===== src/rtl/sub4_pkg.sv =====
`default_nettype none
// ============================================================================
// Module   : sub4_pkg
// Brief    : Shared types, widths and saturating-add helper for sub4_accum.
// Revision : 1.0
// ============================================================================
package sub4_pkg;

    localparam int RES_W = 5;
    localparam int SUM_W = RES_W + 1;

    typedef enum logic [1:0] {
        IDLE  = 2'd0,
        ACCUM = 2'd1,
        HOLD  = 2'd2
    } state_t;

    // Adds at full 32-bit precision, then clamps into a signed 'width'-bit range.
    function automatic logic signed [31:0] sat_add(
        input logic signed [31:0] acc,
        input logic signed [31:0] delta,
        input int                 width
    );
        logic signed [31:0] r;
        logic signed [31:0] hi;
        logic signed [31:0] lo;
        r  = acc + delta;
        hi = (32'sd1 <<< (width - 1)) - 32'sd1;
        lo = -(32'sd1 <<< (width - 1));
        if (r > hi) begin
            return hi;
        end
        if (r < lo) begin
            return lo;
        end
        return r;
    endfunction

endpackage
`default_nettype wire


===== src/rtl/sub4_sat_add.sv =====
`default_nettype none
// ============================================================================
// Module   : sub4_sat_add
// Brief    : 6-bit sample-pair sum folded into a saturating ACC_W accumulator.
// Revision : 1.0
// ============================================================================
module sub4_sat_add
    import sub4_pkg::*;
#(
    parameter int ACC_W = 9
) (
    input  logic        [RES_W-1:0] s1,
    input  logic        [RES_W-1:0] s2,
    input  logic signed [ACC_W-1:0] acc,
    output logic signed [ACC_W-1:0] sum,
    output logic                    ovf
);

    logic signed [SUM_W-1:0] w_delta;
    logic signed [31:0]      w_acc32;
    logic signed [31:0]      w_delta32;
    logic signed [31:0]      w_raw32;
    logic signed [31:0]      w_sat32;

    assign w_delta   = $signed({s1[RES_W-1], s1}) + $signed({s2[RES_W-1], s2});
    assign w_acc32   = {{(32 - ACC_W){acc[ACC_W-1]}}, acc};
    assign w_delta32 = {{(32 - SUM_W){w_delta[SUM_W-1]}}, w_delta};
    assign w_raw32   = w_acc32 + w_delta32;
    assign w_sat32   = sat_add(w_acc32, w_delta32, ACC_W);

    // Any difference between clamped and exact sums means a clamp happened.
    assign ovf = (w_sat32 != w_raw32);
    assign sum = w_sat32[ACC_W-1:0];

endmodule
`default_nettype wire


===== src/rtl/sub4_accum.sv =====
`default_nettype none
// ============================================================================
// Module   : sub4_accum
// Brief    : Windowed saturating accumulator of subtractor result pairs with a
//            valid/ready hold stage for the window total.
// Revision : 1.0
// ============================================================================
module sub4_accum
    import sub4_pkg::*;
#(
    parameter int N_SAMPLES = 8,
    parameter int ACC_W     = 9
) (
    input  logic                    clk,
    input  logic                    rst_n,
    input  logic        [RES_W-1:0] s1,
    input  logic        [RES_W-1:0] s2,
    input  logic                    in_valid,
    output logic                    in_ready,
    input  logic                    clear,
    output logic signed [ACC_W-1:0] acc_out,
    output logic        [7:0]       neg_cnt,
    output logic                    sat,
    output logic                    out_valid,
    input  logic                    out_ready
);

    localparam logic [7:0] c_n_samples = 8'(N_SAMPLES);

    state_t                  r_state;
    state_t                  w_state_nxt;
    logic                    r_in_ready;
    logic                    r_out_valid;
    logic signed [ACC_W-1:0] r_acc;
    logic        [7:0]       r_cnt;
    logic        [7:0]       r_neg;
    logic                    r_sat;

    logic                    w_accept;
    logic                    w_flush;
    logic        [7:0]       w_cnt_inc;
    logic        [7:0]       w_neg_inc;
    logic signed [ACC_W-1:0] w_sum;
    logic                    w_ovf;

    sub4_sat_add #(
        .ACC_W (ACC_W)
    ) u_sat_add (
        .s1  (s1),
        .s2  (s2),
        .acc (r_acc),
        .sum (w_sum),
        .ovf (w_ovf)
    );

    assign w_accept  = in_valid & r_in_ready;
    assign w_cnt_inc = r_cnt + 8'd1;
    assign w_neg_inc = {7'd0, s1[RES_W-1]} + {7'd0, s2[RES_W-1]};

    always_comb begin
        w_state_nxt = r_state;
        w_flush     = 1'b0;
        case (r_state)
            IDLE, ACCUM: begin
                if (w_accept) begin
                    w_state_nxt = (w_cnt_inc == c_n_samples) ? HOLD : ACCUM;
                end
            end
            HOLD: begin
                if (out_ready) begin
                    w_state_nxt = IDLE;
                    w_flush     = 1'b1;
                end
            end
            default: begin
                w_state_nxt = IDLE;
                w_flush     = 1'b1;
            end
        endcase
        // Abort wins over any accept or handshake in the same cycle.
        if (clear) begin
            w_state_nxt = IDLE;
            w_flush     = 1'b1;
        end
    end

    // in_ready/out_valid are registered from the next state, never from in_valid.
    always_ff @(posedge clk) begin
        if (!rst_n) begin
            r_state     <= IDLE;
            r_in_ready  <= 1'b1;
            r_out_valid <= 1'b0;
        end else begin
            r_state     <= w_state_nxt;
            r_in_ready  <= (w_state_nxt != HOLD);
            r_out_valid <= (w_state_nxt == HOLD);
        end
    end

    always_ff @(posedge clk) begin
        if (!rst_n || w_flush) begin
            r_acc <= '0;
            r_cnt <= '0;
            r_neg <= '0;
            r_sat <= 1'b0;
        end else if (w_accept) begin
            r_acc <= w_sum;
            r_cnt <= w_cnt_inc;
            r_neg <= r_neg + w_neg_inc;
            r_sat <= r_sat | w_ovf;
        end
    end

    assign in_ready  = r_in_ready;
    assign out_valid = r_out_valid;
    assign acc_out   = r_acc;
    assign neg_cnt   = r_neg;
    assign sat       = r_sat;

endmodule
`default_nettype wire


===== config.mk =====
export PLATFORM = sky130hd
export DESIGN_NAME = sub4_accum
export DESIGN_NICKNAME = d
export VERILOG_FILES = /design/src/rtl/sub4_pkg.sv /design/src/rtl/sub4_sat_add.sv /design/src/rtl/sub4_accum.sv
export SDC_FILE = /design/constraint.sdc
export NUM_CORES = 1
export LEC_CHECK = 0
export CAP_MARGIN = 25
export CELL_PAD_IN_SITES_DETAIL_PLACEMENT = 0
export CELL_PAD_IN_SITES_GLOBAL_PLACEMENT = 1
export CORE_MARGIN = 2
export CORE_UTILIZATION = 39
export DETAILED_ROUTE_END_ITERATION = 8
export PLACE_DENSITY_LB_ADDON = 0.1
export SETUP_SLACK_MARGIN = 0.5
export SYNTH_ARGS = -nofsm -noshare
export SYNTH_HDL_FRONTEND = slang
export SYNTH_SLANG_ARGS = --single-unit

===== constraint.sdc =====
create_clock -name clk -period 5 [get_ports clk]
set_input_delay 1 -clock clk [delete_from_list [all_inputs] [get_ports clk]]
set_output_delay 1 -clock clk [all_outputs]
set_load 0.1 [all_outputs]

==> reports/results.tsv <==
metric	value	unit
overall power	0.848	mW
largest incremental delay on the critical path	0.47	ns
maximum capacitance violations	0	
cell with the largest stage delay on the worst path	fa_1	
pwr dens	342	nW/um2
area grow syn2layout	27.8	%
CTS Buf Count	5	
data arrival at the endpoint of the critical path	4.40	ns
internal reg-to-reg setup slack	1.66	ns
launching instance or port of the critical path	s1[1]	
routability congestion estimate from global placement	0.770	
Design Area, Final	2480	um2
hold path depth	1	
clock edge transition at the registers on the reported setup and hold paths	0.07	ns
Netlist cell types	40	
Congestion Overflow GR	0	
CTS sink cnt	30	
per-instance average area after synthesis	8.86	um2
standard cell area after detailed placement	2350	um2
required time at the endpoint of the critical path	5.17	ns
I/O pins	35	
CTS max path bufs	2	
depth of the most critical reg-to-reg path	19	
part of the Yosys area used for sequential elements	30.9	%
max-slew violation count	0	
xor and xnor fraction of the mapped netlist area	9.93	%
commonest non-fill, non-tap cell in the layout	clkdlybuf4s50_1	
class of the worst hold path	flop to flop	
post-DR wirelength/cell	12.6	um
area of the mapped netlist	1940	um2
startpoint types	input pin	
fraction of layout instances using a drive strength above 1	8.56	%
unrepaired setup endpoints after global routing	no	
post-route ant nets	0	
global-route wire length before repair	6.64	mm
vias in the first global route	1405	
final setup vio count	0	
largest net degree at the start of global routing	30	
Overall Global Routing Usage	15.9	%
detailed-placement wirelength estimate	2.93	mm
number of warnings reported in the yosys synthesis log	0	
cell count after placement	315	
Worst Clk Skew	0.00446	ns
critical-path cell list	clkdlybuf4s50_1 -> inv_1 -> fa_1 -> inv_1 -> ha_1 -> inv_1 -> fa_2 -> nor2b_2 -> o2111ai_1 -> a31oi_1 -> nor2_1 -> xnor2_1 -> inv_1 -> ha_1 -> inv_1 -> o21ai_0 -> nand3_1 -> nor3_2 -> and3_1 -> nor4_2	
maximum vdd ir drop	159	uV
launch point of the worst reg-to-reg path	acc_out[1]	
DR vias/cell	4.78	
post-route non-filler standard cell count	324	
drt initial violations	54	
number of enable flip-flop cells after synthesis	0	
setup TNS	0	ns
placeable core region	4750	um2
top flip-flop cell by instance count after synthesis	dfxtp_1	
layout net count	295	
routed wire length	4.08	mm
Diodes inserted	0	
remaining max-slew budget at the tightest pin	34.3	%
die area	5560	um2
# port buffers	34	
final critical-path share of the clock period	84.6	%
reg2reg end	sat	
result of the run	complete, no violations	
compound-cell area share of the yosys netlist	13.9	%
height of the chip	74.5	um
Synth Register Bits	30	
commonest non-fill, non-tap cells in the layout	clkdlybuf4s50_1 (33), dfxtp_1 (30), nor2_1 (27), inv_1 (17)	
initial core utilization	40.8	%
arithmetic-cell share of the synthesized area counting full adders, half adders and majority gates	19.7	%
max frequency	236	MHz
kind of critical path	input pin to flop	
syn nets	258	
Hold Worst Slack	0.497	ns
leakage power summed over all cells	0.970	nW
maximum level of the CTS H-tree	2	
CP Capture Type	flop	
most frequent cell on the critical path	inv_1	
Critical Path Fanout Max	3	
Root Buffer Master	clkbuf_8	
clock tree from TritonCTS	yes	
post-synthesis instance total	219	
fraction of registers with async set/reset	0	%
post-CTS setup-driven buffer insertion count	0	
Skew-Pair Late Insertion Delay	0.28	ns
actual slew at the worst max-slew pin	0.982	ns
main combinational cell family by area after synthesis	simple AND/OR/NAND/NOR gates	
vias after detailed routing	1550	
final routed DRC violation total	0	
number of detailed-route iterations in the first pass	4	
hold violation total from the final report	0	
floorplan die width	74.5	um
final critical path time including I/O delays and setup	4.23	ns
multiplexer fraction of the synthesized cell area	0	%
number of antenna violations at the first check in global routing	0	
simple-gate area share of the yosys netlist	20.8	%
Std-Cell Rows	25	
end point of the critical path	sat	
==> worst min-delay path by stage <==
stage,startpoint,slack (ns),to
floorplan,r_state[0],0.47,r_state[0]
global placement,neg_cnt[7],0.48,neg_cnt[7]
detailed placement,r_state[0],0.48,r_state[0]
CTS,neg_cnt[7],0.50,neg_cnt[7]
global route,r_state[0],0.51,r_state[0]
finish,r_state[0],0.50,r_state[0]
==> layer usage <==
layer / up-vias / global-route usage [%] / part of all wire (%)
met5: - / 0 / 0
met4: 0 / 5.36 / 0.78
met3: 2 / 4.47 / 5.8
met2: 40 / 22.6 / 41
met1: 693 / 23.0 / 52
li1: 815 / - / -
==> state kept, by name, indices dropped and copies added (netlist names) <==
signal / cells
acc_out: 9
neg_cnt: 8
r_cnt: 8
r_state: 2
in_ready: 1
out_valid: 1
sat: 1
==> per-stage QoR <==
stage	setup slack, ns	utilization, %
5_1_grt	0.490	52.2
6_report	0.771	52.2
2_1_floorplan	0.979	-
3_3_place_gp	0.345	49.5
4_1_cts	0.578	51.5
3_5_place_dp	0.293	49.5
==> synth_stat cells (2+ instances only) <==
library cell  count  area, um2
clkbuf_1          6       22.5
nor2_1           27        101
nor3_1            7       35.0
o21ai_0          11       55.1
nand2_1          13       48.8
and3_1            4       25.0
a21oi_1           9       45.0
xor2_1           11       96.3
nor2b_1           5       31.3
or3_1             4       25.0
ha_1             13        163
xnor2_1          11       96.3
o21a_1            2       15.0
o22ai_1           4       25.0
nand2b_1          2       12.5
nand4_1           6       37.5
inv_1            17       63.8
dfxtp_1          30        601
o21bai_1          2       15.0
a211oi_1          2       15.0
nand3_1           3       15.0
fa_1             11        220
a21oi_2           2       17.5
==> repair_timing <==
| action | in CTS | in global routing |
|---|---|---|
| setup endpoints to repair | 0 | 1 |
| resized for setup | 0 | 5 |
| hold endpoints to repair | 0 | 0 |
| hold buffers | 0 | 0 |
==> critical path, delay by kind of cell <==
kind | cells | cell delay (ns)
compound gates | 3 | 0.44
xor+xnor | 1 | 0.22
fa+ha+maj | 4 | 1.29
buf+inv | 6 | 0.75
simple gates | 6 | 0.68
==> cell families after synthesis <==
family	count (synthesis)
AOI/OAI and AO/OA	40
buffers and inverters	24
xor gates and xnor gates	22
adders and majority gates	24
DFF	30
and+or+nand+nor	79
==> area by class of cell <==
type	count	area (um2)
Clock buffer	6	82.6
Tap cell	67	83.8
Multi-Input combinational cell	165	1260
Timing Repair Buffer	37	373
Clock inverter	2	12.5
Fill cell	477	2270
Inverter	17	63.8
Sequential cell	30	601
==> report_power, final <==
group          switching (mW)  total, mW  internal [mW]
logic                   0.234      0.379          0.145
clock network          0.0981      0.209          0.111
registers              0.0103      0.260          0.250
Power figures use the tool's default switching activity.
